==> config.mk <==
export PLATFORM = sky130hd
export DESIGN_NAME = icache_fetch
export DESIGN_NICKNAME = d
export VERILOG_FILES = /design/src/rtl/icache_fetch.sv
export SDC_FILE = /design/constraint.sdc
export NUM_CORES = 2
export LEC_CHECK = 0
export BUFFER_PORTS_ARGS = -buffer_cell sky130_fd_sc_hd__buf_2
export CELL_PAD_IN_SITES_DETAIL_PLACEMENT = 0
export CELL_PAD_IN_SITES_GLOBAL_PLACEMENT = 1
export CORE_MARGIN = 2
export CORE_UTILIZATION = 60
export CTS_BUF_LIST = sky130_fd_sc_hd__clkbuf_4 sky130_fd_sc_hd__clkbuf_8
export CTS_CLUSTER_DIAMETER = 30
export DETAILED_ROUTE_END_ITERATION = 12
export HOLD_SLACK_MARGIN = 0.03
export PLACE_DENSITY = 0.94
export SYNTH_ARGS = -nofsm -noshare
export SYNTH_HDL_FRONTEND = slang
export SYNTH_SLANG_ARGS = --single-unit
==> constraint.sdc <==
create_clock -name clk -period 22.5 [get_ports clk]
set_input_delay 1.125 -clock clk [delete_from_list [all_inputs] [get_ports clk]]
set_output_delay 1.125 -clock clk [all_outputs]
set_load 0.05 [all_outputs]
==> src/rtl/icache_fetch.sv <==
// Direct-mapped instruction cache feeding the fetch queue: zero-latency hit path,
// single-outstanding line refill from backing memory, saturating hit/miss counters.
module icache_fetch #(
  parameter int DATA_WIDTH       = 32,
  parameter int CACHE_LINE_WIDTH = 128,
  parameter int NUM_LINES        = 16,
  parameter int CNT_WIDTH        = 16
) (
  input  logic                        clk,
  input  logic                        rst,
  input  logic [DATA_WIDTH-1:0]       PC_in,
  input  logic                        rd_en,
  input  logic                        abort,
  input  logic                        invalidate,
  output logic [CACHE_LINE_WIDTH-1:0] D_out,
  output logic                        d_out_valid,
  output logic                        stall,
  output logic                        mem_req,
  output logic [DATA_WIDTH-1:0]       mem_addr,
  input  logic                        mem_gnt,
  input  logic [DATA_WIDTH-1:0]       mem_rdata,
  input  logic                        mem_rvalid,
  output logic [CNT_WIDTH-1:0]        hit_count,
  output logic [CNT_WIDTH-1:0]        miss_count
);

  localparam int INDEX_W = $clog2(NUM_LINES);
  localparam int TAG_W   = DATA_WIDTH - 4 - INDEX_W;

  typedef enum logic [1:0] {IDLE, REQ, FILL} state_e;

  state_e                        state_q;
  logic [NUM_LINES-1:0]          valid_q;
  logic [TAG_W-1:0]              tag_q  [NUM_LINES];
  logic [CACHE_LINE_WIDTH-1:0]   data_q [NUM_LINES];
  logic [3*DATA_WIDTH-1:0]       line_buf_q;
  logic [1:0]                    beat_cnt_q;
  logic                          drop_q;
  logic                          mem_req_q;
  logic [DATA_WIDTH-1:0]         mem_addr_q;
  logic [CNT_WIDTH-1:0]          hit_count_q;
  logic [CNT_WIDTH-1:0]          miss_count_q;

  logic [INDEX_W-1:0] index;
  logic [TAG_W-1:0]   tag;
  logic [INDEX_W-1:0] fill_idx;
  logic [TAG_W-1:0]   fill_tag;
  logic               hit;
  logic               lookup;
  logic               fill_beat;
  logic               fill_done;
  logic               unused_pc_bits;

  assign index          = PC_in[4 +: INDEX_W];
  assign tag            = PC_in[4+INDEX_W +: TAG_W];
  assign fill_idx       = mem_addr_q[4 +: INDEX_W];
  assign fill_tag       = mem_addr_q[4+INDEX_W +: TAG_W];
  assign unused_pc_bits = ^PC_in[3:0];

  assign hit       = valid_q[index] & (tag_q[index] == tag);
  assign lookup    = (state_q == IDLE) & rd_en & ~abort;
  // Beats are gated by rst so a reset landing on the final beat cannot install a half-filled line.
  assign fill_beat = rst & (state_q == FILL) & mem_rvalid;
  assign fill_done = fill_beat & (beat_cnt_q == 2'd3);

  assign d_out_valid = rst & lookup & hit;
  assign D_out       = d_out_valid ? data_q[index] : '0;
  assign stall       = rst & ((state_q != IDLE) | (rd_en & ~hit));
  assign mem_req     = mem_req_q;
  assign mem_addr    = mem_addr_q;
  assign hit_count   = hit_count_q;
  assign miss_count  = miss_count_q;

  // NOTE: sequential state uses non-blocking assignments only, so every register
  // samples the pre-edge values regardless of statement order.
  always_ff @(posedge clk) begin
    if (!rst) begin
      state_q      <= IDLE;
      valid_q      <= '0;
      beat_cnt_q   <= '0;
      drop_q       <= 1'b0;
      mem_req_q    <= 1'b0;
      mem_addr_q   <= '0;
      hit_count_q  <= '0;
      miss_count_q <= '0;
    end else begin
      if (lookup && hit && (hit_count_q != '1)) hit_count_q <= hit_count_q + CNT_WIDTH'(1);

      case (state_q)
        IDLE: begin
          if (lookup && !hit) begin
            if (miss_count_q != '1) miss_count_q <= miss_count_q + CNT_WIDTH'(1);
            mem_addr_q <= {PC_in[DATA_WIDTH-1:4], 4'b0};
            mem_req_q  <= 1'b1;
            state_q    <= REQ;
          end
        end
        REQ: begin
          if (invalidate) drop_q <= 1'b1;
          if (mem_gnt) begin
            mem_req_q  <= 1'b0;
            beat_cnt_q <= '0;
            state_q    <= FILL;
          end
        end
        FILL: begin
          if (invalidate) drop_q <= 1'b1;
          if (mem_rvalid) begin
            beat_cnt_q <= beat_cnt_q + 2'd1;
            if (beat_cnt_q == 2'd3) begin
              drop_q  <= 1'b0;
              state_q <= IDLE;
            end
          end
        end
        default: state_q <= IDLE;
      endcase

      // A coincident invalidate wins over the install, leaving the new line invalid.
      if (invalidate)                valid_q           <= '0;
      else if (fill_done && !drop_q) valid_q[fill_idx] <= 1'b1;
    end
  end

  // NOTE: tag/data arrays and the line buffer carry no reset; the valid bits alone
  // decide whether their contents are ever observed.
  always_ff @(posedge clk) begin
    if (fill_beat) begin
      case (beat_cnt_q)
        2'd0:    line_buf_q[DATA_WIDTH-1:0]              <= mem_rdata;
        2'd1:    line_buf_q[2*DATA_WIDTH-1:DATA_WIDTH]   <= mem_rdata;
        2'd2:    line_buf_q[3*DATA_WIDTH-1:2*DATA_WIDTH] <= mem_rdata;
        default: ;
      endcase
    end
    if (fill_done) begin
      data_q[fill_idx] <= {mem_rdata, line_buf_q};
      tag_q[fill_idx]  <= fill_tag;
    end
  end

endmodule

==> report_table.html <==
<table>
<tr><th>Metric</th><th>Value</th></tr>
<tr><th colspan="2">Worst setup path</th></tr>
<tr><td>Source of the worst register-to-register timing path</td><td>state_q[0]</td></tr>
<tr><td>Startpoint types</td><td>input port</td></tr>
<tr><td>Most numerous cell on the critical path</td><td>buf_4</td></tr>
<tr><td>Critical path start-end classification</td><td>in2out</td></tr>
<tr><td>Data arrival, critical path</td><td>between 8 and 9 ns</td></tr>
<tr><td>Logic depth of the worst path, buffers included</td><td>14</td></tr>
<tr><td>Largest fanout of any net on the critical path</td><td>153</td></tr>
<tr><td>Worst R2R Path Depth</td><td>9</td></tr>
<tr><td>Library cell contributing the largest single delay on the critical path</td><td>buf_4</td></tr>
<tr><td>Series of cell instances along the critical path</td><td>buf_8 -&gt; buf_4 -&gt; buf_12 -&gt; mux4_1 -&gt; mux2i_1 -&gt; a2bb2oi_1 -&gt; nor2_1 -&gt; a2111oi_0 -&gt; and4_1 -&gt; and3_4 -&gt; nand2_2 -&gt; buf_4 -&gt; a211oi_1 -&gt; buf_2</td></tr>
<tr><td>Number of buffer and inverter instances along the worst setup path</td><td>5</td></tr>
<tr><td>Top Family by Delay on Critical Path</td><td>buffers and inverters</td></tr>
<tr><td>End of the worst register-to-register path</td><td>data_q[2][23]</td></tr>
<tr><td>Required time at the worst-slack endpoint</td><td>between 20 and 25 ns</td></tr>
<tr><td>Largest stage delay, worst path</td><td>0.89 ns</td></tr>
<tr><td>Register-to-register path setup slack</td><td>approximately 17 ns</td></tr>
<tr><td>Critical path capture point type</td><td>output port</td></tr>
<tr><th colspan="2">GRT</th></tr>
<tr><td>Number of antenna violations at the first check in global routing</td><td>27</td></tr>
<tr><td>Wire length of the first global-routing pass</td><td>383,000 um</td></tr>
<tr><td>Largest net degree at the start of global routing</td><td>154</td></tr>
<tr><td>Congestion Overflow GR</td><td>0</td></tr>
<tr><td>Vias in the first global route</td><td>around 53k</td></tr>
<tr><td>All-layer global routing usage</td><td>0.323</td></tr>
<tr><th colspan="2">Route</th></tr>
<tr><td>Total wire length after detailed routing</td><td>about 270,000 um</td></tr>
<tr><td>DR vias</td><td>between 50k and 60k</td></tr>
<tr><td>Vias per Instance</td><td>between 6 and 7</td></tr>
<tr><td>Number of iterations in the first detailed-routing pass</td><td>8</td></tr>
<tr><td>Routed Antenna Nets</td><td>0</td></tr>
<tr><td>Average detailed-routed wire length per instance</td><td>36.9 um</td></tr>
<tr><td>Iter 0 DRT Violations</td><td>just over 8k</td></tr>
<tr><td>Remaining routing DRC violations</td><td>0</td></tr>
<tr><th colspan="2">STA</th></tr>
<tr><td>Highest Clock Rate</td><td>109 MHz</td></tr>
<tr><td>Period utilization</td><td>0.409</td></tr>
<tr><td>Final hold slack</td><td>between 0.3 and 0.4 ns</td></tr>
<tr><td>Fin. max-slew vios</td><td>0</td></tr>
<tr><td>Number of hold violations in the final report</td><td>0</td></tr>
<tr><td>Setup repair after global routing missed its margin</td><td>false</td></tr>
<tr><td>Worst slew pin tran</td><td>about 1.2 ns</td></tr>
<tr><td>Worst slew margin relative to its limit</td><td>0.179</td></tr>
<tr><td>Clk_skew</td><td>0.0850 ns</td></tr>
<tr><td># setup viols final</td><td>0</td></tr>
<tr><td>Setup TNS after final layout</td><td>0 ns</td></tr>
<tr><td>Clock period minus worst slack</td><td>between 9 and 10 ns</td></tr>
<tr><th colspan="2">Floorplanning</th></tr>
<tr><td>Starting density of the core</td><td>0.605</td></tr>
<tr><td>Chip height</td><td>slightly above 400 um</td></tr>
<tr><td>Count of standard-cell rows</td><td>about 150</td></tr>
<tr><td>Width of the die</td><td>412 um</td></tr>
<tr><td>Area of the core</td><td>~170,000 um^2</td></tr>
<tr><td>Total I/O pin count</td><td>around 270</td></tr>
<tr><td>Die Footprint</td><td>about 170,000 um^2</td></tr>
<tr><th colspan="2">Worst hold path</th></tr>
<tr><td>Hold crit path type</td><td>in2reg</td></tr>
<tr><td>Hold Startpoint</td><td>PC_in[25]</td></tr>
<tr><td>Endpoint of the worst hold path</td><td>mem_addr[25]</td></tr>
<tr><td>Hold Crit Depth</td><td>3</td></tr>
<tr><th colspan="2">CTS</th></tr>
<tr><td>Resized cells post-CTS</td><td>0</td></tr>
<tr><td>Clock Sink Count</td><td>2,610</td></tr>
<tr><td>Clock tree from TritonCTS</td><td>yes</td></tr>
<tr><td>Total of hold buffers inserted after clock tree synthesis</td><td>0</td></tr>
<tr><td>H-tree levels</td><td>5</td></tr>
<tr><td>Register clock-pin slew on the reported worst setup and hold paths</td><td>0.06 ns</td></tr>
<tr><td>Clock latency on the worst-skew pair</td><td>~1.1 ns</td></tr>
<tr><td>Max Buffers Root-to-Sink</td><td>4</td></tr>
<tr><td>Num CTS Buffers</td><td>roughly 420</td></tr>
<tr><td>Root Buffer Master</td><td>clkbuf_8</td></tr>
<tr><td>Number of setup buffers added after CTS</td><td>0</td></tr>
<tr><th colspan="2">Power</th></tr>
<tr><td>Power density relative to cell area</td><td>approximately 90 nW/um^2</td></tr>
<tr><td>Worst IR Drop VDD</td><td>around 0.07 mV</td></tr>
<tr><td>Leak</td><td>~37 nW</td></tr>
<tr><th colspan="2">Run</th></tr>
<tr><td>Max-cap check violation count</td><td>0</td></tr>
<tr><th colspan="2">Placement</th></tr>
<tr><td>Placer Congestion</td><td>0.821</td></tr>
<tr><td>DP Wirelength</td><td>between 100,000 and 150,000 um</td></tr>
<tr><td>Input/output buffers</td><td>about 260</td></tr>
<tr><th colspan="2">Synth</th></tr>
<tr><td>Register bit count reported by yosys</td><td>2,610</td></tr>
<tr><td>Combined area of all synthesized cells</td><td>around 100,000 um^2</td></tr>
<tr><td>Most used flip-flop cell after synthesis</td><td>edfxtp_1</td></tr>
<tr><td>Sequential fraction of the synthesis area</td><td>0.776</td></tr>
<tr><td>Synthesized area per cell</td><td>between 20 and 25 um^2</td></tr>
<tr><td>Synthesis warning total</td><td>0</td></tr>
<tr><td>Count of cell types in the netlist</td><td>75</td></tr>
<tr><td>Proportion of register bits with asynchronous set or reset after synthesis</td><td>0</td></tr>
<tr><td>Number of enable-type register cells in the synthesized netlist</td><td>around 2.5k</td></tr>
<tr><td>Count of mapped cells out of synthesis</td><td>approximately 4.3k</td></tr>
<tr><th colspan="2">Outcome</th></tr>
<tr><td>Result of the run</td><td>finished clean</td></tr>
<tr><th colspan="2">Layout</th></tr>
<tr><td>Number of nets at the end of the flow</td><td>about 5k</td></tr>
<tr><td>Share of final-layout standard cells stronger than drive strength 1</td><td>0.343</td></tr>
<tr><td>Post-synthesis to final-layout area growth</td><td>12.6%</td></tr>
<tr><td>Layout fillers</td><td>between 8k and 9k</td></tr>
</table>
==> synth_stat cells (3+ instances only) <==
library cell / instances / area (um^2)
xnor2_1: 26 / 228
mux4_1: 27 / 709
nand2b_1: 15 / 93.8
mux4_2: 679 / 15300
nand3_1: 16 / 80.1
a21o_1: 4 / 30.0
buf_12: 3 / 60.1
edfxtp_1: 2528 / 75900
a22o_1: 3 / 26.3
a31oi_1: 6 / 37.5
buf_1: 18 / 67.6
dfxtp_1: 82 / 1640
and2_1: 8 / 50.1
nand4_1: 11 / 68.8
buf_2: 71 / 355
nor2_1: 100 / 375
nor3b_1: 4 / 30.0
and3_1: 104 / 651
clkbuf_1: 115 / 432
a221oi_1: 4 / 35.0
o22ai_1: 7 / 43.8
nor2b_1: 43 / 269
or2_2: 4 / 25.0
nor4_1: 4 / 25.0
nand2_1: 42 / 158
a211oi_1: 39 / 293
or3_1: 5 / 31.3
buf_4: 13 / 97.6
a21oi_1: 30 / 150
mux2_2: 13 / 146
nor3_1: 17 / 85.1
ha_1: 10 / 125
buf_6: 15 / 169
inv_1: 10 / 37.5
nor4b_1: 3 / 26.3
o21ai_0: 12 / 60.1
xor2_1: 16 / 140
a211oi_2: 29 / 363
mux2i_1: 105 / 1050
==> report_power, final <==
part           leakage, nW  switching (mW)  internal, mW
Sequential            23.5          0.0165          5.28
Clock                 4.54            1.92          2.45
Combinational         8.78           0.222         0.156
Total                 36.8            2.16          7.89
==> cell usage in the layout, fill, tap and decap left out, types with 72 or more instances in the layout <==
| master | n |
|---|---|
| nor2_1 | 88 |
| dfxtp_1 | 82 |
| clkinv_1 | 72 |
| and3_1 | 103 |
| mux4_2 | 679 |
| mux2i_1 | 105 |
| clkbuf_4 | 82 |
| buf_2 | 252 |
| clkbuf_8 | 432 |
| edfxtp_1 | 2528 |
==> cell type report <==
cell class / count / area (um^2) / area share
Sequential cell: 2610 / 77600 / 0.689
Multi-Input combinational cell: 1430 / 21200 / 0.189
Clock buffer: 514 / 6560 / 0.0583
Tap cell: 2189 / 2740 / 0.0243
Clock inverter: 219 / 2290 / 0.0204
Timing Repair Buffer: 335 / 2020 / 0.0180
Inverter: 11 / 48.8 / 0.000434
Antenna cell: 16 / 40.0 / 0.000356
==> sequential cells by signal, summed over array words and instances, names as in the netlist <==
signal,cells
beat_cnt_q,2
data_q,2048
drop_q,1
hit_count,16
line_buf_q,96
mem_addr,28
mem_req,1
miss_count,16
state_q,2
tag_q,384
valid_q,16
==> through the flow <==
stage / total power [mW] / cell area (um^2) / util / worst slack, ns / std cells
after floorplan: 5.65 / 99900 / - / 9.59 / 4287
after global placement: 5.76 / 104000 / 0.627 / 13.61 / 6575
after detailed placement: 5.77 / 104000 / 0.627 / 13.46 / 6575
after CTS: 10.1 / 112000 / 0.681 / 13.43 / 7308
after global routing: 10.3 / 112000 / 0.681 / 13.21 / 7318
final: 10.0 / 112000 / 0.681 / 13.30 / 7324
==> how the worst max path moves through the flow <==
stage / end / start / slack (ns)
2_1_floorplan: data_q[0][0] / mem_rvalid / 9.59
3_3_place_gp: D_out[127] / PC_in[4] / 13.61
3_5_place_dp: D_out[127] / PC_in[5] / 13.46
4_1_cts: D_out[8] / PC_in[5] / 13.43
5_1_grt: D_out[8] / PC_in[5] / 13.21
6_report: D_out[8] / PC_in[5] / 13.30
==> logic make-up after synthesis <==
logic type / Yosys count / synth area share
adders and majority gates: 10 / 0.00125
buffers and inverters: 247 / 0.0123
AOI/OAI and AO/OA: 155 / 0.0124
xor gates and xnor gates: 42 / 0.00368
DFF: 2610 / 0.776
and+or+nand+nor: 395 / 0.0217
muxes: 824 / 0.172
other: 1 / 0.0000375
==> layer usage <==
metal	share of wire	global-route usage	up-vias
li1	-	-	19300
met4	0.063	0.194	6
met5	0.00011	0	-
met2	0.50	0.527	4715
met3	0.12	0.0731	965
met1	0.31	0.399	26200
==> tightest hold or removal path: cells and delay by family <==
family / cells / cell delay, ns
buffers and inverters: 1 / 0.11
and+or+nand+nor: 1 / 0.08
muxes: 1 / 0.06
Power figures use the tool's default switching activity.
